--- config.mk ---
export PLATFORM = sky130hd
export DESIGN_NAME = counter_mod
export DESIGN_NICKNAME = d
export VERILOG_FILES = /design/src/rtl/counter_mod.sv
export SDC_FILE = /design/constraint.sdc
export NUM_CORES = 1
export LEC_CHECK = 0
export CAP_MARGIN = 20
export CORE_AREA = 8 8 45 47
export CTS_CLUSTER_DIAMETER = 120
export DETAILED_ROUTE_END_ITERATION = 8
export DIE_AREA = 0 0 53 55
export PLACE_DENSITY = 0.59
export RECOVER_POWER = 50
export SYNTH_ARGS = -nofsm -noshare
export SYNTH_HDL_FRONTEND = slang
export SYNTH_SLANG_ARGS = --single-unit
export TNS_END_PERCENT = 1
--- constraint.sdc ---
create_clock -name clk -period 1.62 [get_ports clk]
set_input_delay 0.243 -clock clk [delete_from_list [all_inputs] [get_ports clk]]
set_output_delay 0.243 -clock clk [all_outputs]
set_load 0.02 [all_outputs]
--- src/rtl/counter_mod.sv ---
// Parametrised up/down modulo counter with synchronous load, optional saturation,
// combinational terminal count and a registered wrap pulse.
module counter_mod #(
  parameter int unsigned     WIDTH    = 4,
  parameter longint unsigned MODULUS  = 16,
  parameter bit              SATURATE = 1'b0
) (
  input  logic             clk,
  input  logic             rst,
  input  logic             en,
  input  logic             up,
  input  logic             ld,
  input  logic [WIDTH-1:0] din,
  output logic             co,
  output logic             wrap,
  output logic [WIDTH-1:0] counter
);

  generate
    if (WIDTH < 1 || WIDTH > 32 || MODULUS < 2 || MODULUS > (64'd1 << WIDTH)) begin : g_bad_param
      $error("counter_mod: illegal WIDTH/MODULUS combination");
    end
  endgenerate

  localparam logic [WIDTH-1:0] MAXV = WIDTH'(MODULUS - 1);
  localparam logic [WIDTH:0]   MODW = (WIDTH+1)'(MODULUS);
  localparam logic [WIDTH-1:0] ONE  = WIDTH'(1);

  logic [WIDTH-1:0] r_count;
  logic             r_wrap;
  logic [WIDTH-1:0] w_term;
  logic             w_at_term;
  logic             w_din_ok;

  // Terminal value follows direction combinationally; no path from en/ld/din.
  assign w_term    = up ? MAXV : '0;
  assign w_at_term = (r_count == w_term);
  assign w_din_ok  = ({1'b0, din} < MODW);

  assign co      = w_at_term;
  assign wrap    = r_wrap;
  assign counter = r_count;

  always_ff @(posedge clk or negedge rst) begin
    if (!rst) begin
      r_count <= '0;
      r_wrap  <= 1'b0;
    end else begin
      r_wrap <= 1'b0;
      if (ld) begin
        // Out-of-range loads clamp so the count never leaves 0..MODULUS-1.
        r_count <= w_din_ok ? din : MAXV;
      end else if (en) begin
        if (!w_at_term) begin
          r_count <= up ? r_count + ONE : r_count - ONE;
        end else if (!SATURATE) begin
          r_count <= up ? '0 : MAXV;
          r_wrap  <= 1'b1;
        end
      end
    end
  end

endmodule

==> flow_summary.yaml, run 1 <==
status:
  outcome: "finished clean"
setup_path:
  arrival_ps: 1650
  cp.required_ps: 1740
  critPathKind: "reg -> reg"
  start_kind: "flip-flop"
  r2r_cells: 4
  crit_path_end_kind: "flip-flop"
  crit_fanout: 4
clock_tree:
  postCtsSetupBuffers: 0
  cts_root_buf: "clkbuf_4"
  htreeDepth: 1
  clkTransAtPathRegs_ps: 40
  hold_buffers: 0
  cts_tree: "yes"
  cts_sinks: 5
  post_cts_resized: 12
  cts.path.max_buffers: 2
  clkLatencyLatePin_ps: 240
  cts_made_buffers: 3
routing:
  first_pass_iters: 3
  drcViolationCount: 0
  post_drt_wl_per_cell_um: 12.2
  via_per_inst: 4.49
  routed_wirelength_um: 1000
  via_count: 368
  drt_iter0_markers: 1
  final_antenna_net_count: 0
place:
  gp_congestion: 0.761
  portBuffers: 14
  dp.final_hpwl_um: 865
timing:
  worst_pin_slew_ps: 277
  fin_crit_ps: 1530
  finalHoldViolations: 0
  skew_ps: 1.31
  fmaxAchievable_mhz: 654
  finalSetupViolations: 0
  slew_violations: 0
  min_period_over_period_pct: 94.5
  rsz0062_at_grt: "no"
  relSlewSlack_pct: 81.5
  hold_ws_ps: 294
min_path:
  min_path_type: "in -> async"
layout:
  drive_above_1_share_pct: 36.4
  syn_to_final_growth_pct: 75.3
  diodes: 0
  final_common_cell: "buf_4"
  ff_latch_area_um2: 125
  post-route-util_pct: 47.6
  mostFrequentLayoutCells: "buf_4 (11), clkdlybuf4s50_1 (7), dfrtp_1 (5)"
  nets: 79
  num-fill-cells: 153
  multiInputGateArea_um2: 282
floorplan:
  core_area_um2: 1380
  die_h_um: 55
  rows: 14
  die_area_um2: 2920
  initial_core_util_pct: 27.1
  ios: 15
  die_w_um: 53
logic_synthesis:
  ys_seq_area_share_pct: 33.3
  syn_nets: 49
  syn_inst: 37
  ys_ff_latch: 5
  yosys.cell_types.count: 21
  syn_area_um2: 375
  ys_warn_count: 0
  avgSynthCellArea_um2: 10.1
power:
  p_per_area_nw_per_um2: 1060
  fin_total_pwr_uw: 696
  power_leakage_uw: 0.000305
  ir_worst_vdd_v: 0.000460
global_route:
  grt_max_degree: 8
  grt_pass1_wl_um: 1850
  overflow: 0
  grt_use_total_pct: 9.00
  antenna_found_initial: 0
  grt_pass1_vias: 410
run:
  max_cap_viol_count: 0
cell families (layout without fill, tap and decap cells):
family | Yosys count | in the layout | synth area share [%]
adders and majority gates | 3 | 3 | 12.0
DFF | 5 | 5 | 33.3
xor gates and xnor gates | 4 | 4 | 9.33
buffers and inverters | 1 | 30 | 0.999
AOI/OAI and AO/OA | 13 | 13 | 25.0
and+or+nand+nor | 11 | 11 | 19.3
worst max-delay path, cell delays in order, from the launching register on:
cell and delay (ps):
dfrtp_1 420, buf_4 180, fa_1 440, nor3b_2 160, a211o_1 220
through the flow:
step	instance area [um2]	worst slack (ps)	TNS, ps	instances
after floorplan	375	116	0	37
after global placement	618	-475	-1470	78
after detailed placement	618	-506	-1630	78
after CTS	671	6.24	0	82
after global routing	658	24.4	0	82
final	658	89.9	0	82
Yosys cell counts:
library cell / number / area (um2)
o211a_4: 1 / 17.5
a22o_1: 1 / 8.76
ha_1: 2 / 25.0
and3_1: 1 / 6.26
a211o_1: 1 / 8.76
a21oi_1: 3 / 15.0
nand3_1: 1 / 5.00
nor2b_1: 1 / 6.26
xnor2_1: 4 / 35.0
inv_1: 1 / 3.75
a31oi_1: 1 / 6.26
nor2_1: 3 / 11.3
a21o_1: 3 / 22.5
nor3_4: 1 / 16.3
fa_1: 1 / 20.0
dfrtp_1: 5 / 125
o21ai_1: 1 / 5.00
o21ai_0: 2 / 10.0
and2_2: 1 / 7.51
nor3b_2: 1 / 12.5
nand2_1: 2 / 7.51
layout make-up:
class                   count  area share [%]
clock buffers               4            3.99
inverters                   1           0.570
multi-input cells          31            42.8
flip-flops and latches      5            19.0
well taps                  16            3.04
repair buffers             25            30.6
state kept, by name, indices dropped and copies added, names as in the netlist:
register / cells
counter: 4
wrap: 1
routing by layer:
| layer | global-route usage [%] | part of all wire, % | vias up |
|---|---|---|---|
| li1 | - | - | 192 |
| met4 | 10.3 | 0 | 0 |
| met2 | 12.5 | 47 | 10 |
| met5 | 0 | 0 | - |
| met1 | 10.6 | 48 | 166 |
| met3 | 1.87 | 4.6 | 0 |
report_power, final:
part	switching (uW)	total, uW	internal (uW)
clock network	49.5	143	93.0
logic	173	375	202
registers	27.7	178	150
path summary, 6_finish.rpt:
kind                                         from                endpoint  slack, ps
setup / recovery           counter[0]$_DFFE_PN0P_  counter[1]$_DFFE_PN0P_         90
hold / removal                                rst          wrap$_DFF_PN0_        290
setup reg to reg           counter[0]$_DFFE_PN0P_  counter[1]$_DFFE_PN0P_         90
hold reg to reg            counter[1]$_DFFE_PN0P_  counter[1]$_DFFE_PN0P_        670
max in group asynchronous                     rst  counter[2]$_DFFE_PN0P_       1140
min in group clk                           din[0]  counter[0]$_DFFE_PN0P_        570
Note: power is estimated with default switching activity, not from simulation.
==> run 2: changes to the inputs <==
- RECOVER_POWER: 50 -> default
- SKIP_CTS_REPAIR_TIMING: default -> 1
- clock period: 1.62 -> 1.5 ns (I/O delays scaled with it)
==> run 2 against run 1 <==
Effect of this change: the flow now finishes with violations (setup timing); worst hold slack worse by 83 ps; die area unchanged; critical path depth unchanged; cell count up 2.4%; clock skew about the same; sequential power up 11%; register-to-register slack worse by 120 ps; first-iteration DRC count rose to 4.0 times the previous value; combinational power up 22%; sequential cell count unchanged; total power up 17%; design area up 9.7%; highest routed layer is now met4.
==> flow_summary.yaml, run 2 (same netlist as run 1, synthesis figures left out) <==
setup_path:
  reg2reg_from: "counter[0]$_DFFE_PN0P_"
  arrival_ps: 1650
  r2r_cells: 4
  start_kind: "flip-flop"
  cp.required_ps: 1630
  timing.critical_path.to: "counter[1]$_DFFE_PN0P_"
  crit_path_end_kind: "flip-flop"
  critPathKind: "reg -> reg"
  crit_fanout: 4
  r2r_slack_ps: -30
  r2r_end: "counter[1]$_DFFE_PN0P_"
  critPathLaunch: "counter[0]$_DFFE_PN0P_"
timing:
  worst_pin_slew_ps: 273
  slew_violations: 0
  rsz0062_at_grt: "yes"
  fin_crit_ps: 1530
  relSlewSlack_pct: 81.8
  min_period_over_period_pct: 102
  hold_ws_ps: 212
  finalHoldViolations: 0
  finalSetupViolations: 2
  fmaxAchievable_mhz: 656
  skew_ps: 1.08
  fin_tns_setup_ps: -26.9
  postLayoutSetupSlackWorst_ps: -25.4
clock_tree:
  htreeDepth: 1
  cts_made_buffers: 3
  cts_sinks: 5
  clkLatencyLatePin_ps: 240
  clkTransAtPathRegs_ps: 50
  cts_tree: "yes"
  cts.path.max_buffers: 2
  cts_root_buf: "clkbuf_4"
status:
  violations: "setup timing"
  outcome: "finished, violations left"
global_route:
  overflow: 0
  grt_max_degree: 6
  antenna_found_initial: 0
  grt_pass1_wl_um: 1690
  grt_pass1_vias: 416
  grt_use_total_pct: 8.38
layout:
  nets: 81
  drive_above_1_share_pct: 41.2
  post-route-util_pct: 52.2
  diodes: 0
  mostFrequentLayoutCells: "buf_4 (11), clkdlybuf4s50_1 (8), dlymetal6s2s_1 (5)"
  final_common_cell: "buf_4"
  largest_register_ffs: 4
  syn_to_final_growth_pct: 92.3
routing:
  drt_iter0_markers: 4
  first_pass_iters: 4
  post_drt_wl_per_cell_um: 14.6
  routed_wirelength_um: 1230
  final_antenna_net_count: 0
  via_per_inst: 4.67
  via_count: 392
  drcViolationCount: 0
run:
  max_cap_viol_count: 0
power:
  ir_worst_vdd_v: 0.000427
  fin_total_pwr_uw: 815
  p_per_area_nw_per_um2: 1130
  power_leakage_uw: 0.000366
place:
  dp.final_hpwl_um: 883
  portBuffers: 14
  gp_congestion: 0.767
  pre_cts_ws_ps: -569
floorplan:
  die_h_um: 55
  initial_core_util_pct: 27.1
  die_w_um: 53
  die_area_um2: 2920
  core_area_um2: 1380
  ios: 15
  rows: 14
min_path:
  min_path_type: "in -> async"
run 2: stage by stage:
step / area, um2 / cells
after floorplan: 377 / 37
after global placement: 634 / 80
after detailed placement: 634 / 80
after CTS: 661 / 84
after global routing: 722 / 84
final: 722 / 84
run 2: worst min-delay path by stage:
stage,start,end,slack [ps],depth (start not counted)
floorplan,rst,counter[0]$_DFFE_PN0P_,-70,0
global placement,rst,counter[1]$_DFFE_PN0P_,470,1
detailed placement,rst,counter[1]$_DFFE_PN0P_,480,1
CTS,rst,counter[1]$_DFFE_PN0P_,220,1
global route,rst,counter[1]$_DFFE_PN0P_,220,1
finish,rst,counter[2]$_DFFE_PN0P_,210,1
run 2: where the power goes:
| group | switching (uW) | internal [uW] |
|---|---|---|
| sequential | 34.8 | 163 |
| combinational | 199 | 259 |
| clock | 58.1 | 101 |
| total | 292 | 523 |
run 2: worst max-delay path: stages (launching register included):
cell	delay (ps)
dfrtp_2	440
buf_6	140
fa_1	440
nor3b_2	160
a211o_1	220
run 2: per-layer routing:
| metal | share of wire, % | vias to the layer above | routed length [um] | GRT usage, % |
|---|---|---|---|---|
| met1 | 39 | 178 | 479 | 8.42 |
| met2 | 53 | 14 | 648 | 12.7 |
| met3 | 5.5 | 4 | 67 | 2.41 |
| met4 | 2.7 | 0 | 33 | 10.3 |
| met5 | 0 | - | 0 | 0 |
| li1 | - | 196 | - | - |
run 2: layout make-up:
class | count | area [um2]
multi-input cells | 31 | 287
inverters | 1 | 3.75
clock buffers | 4 | 26.3
repair buffers | 27 | 259
flip-flops and latches | 5 | 126
well taps | 16 | 20.0
fillers | 123 | 662
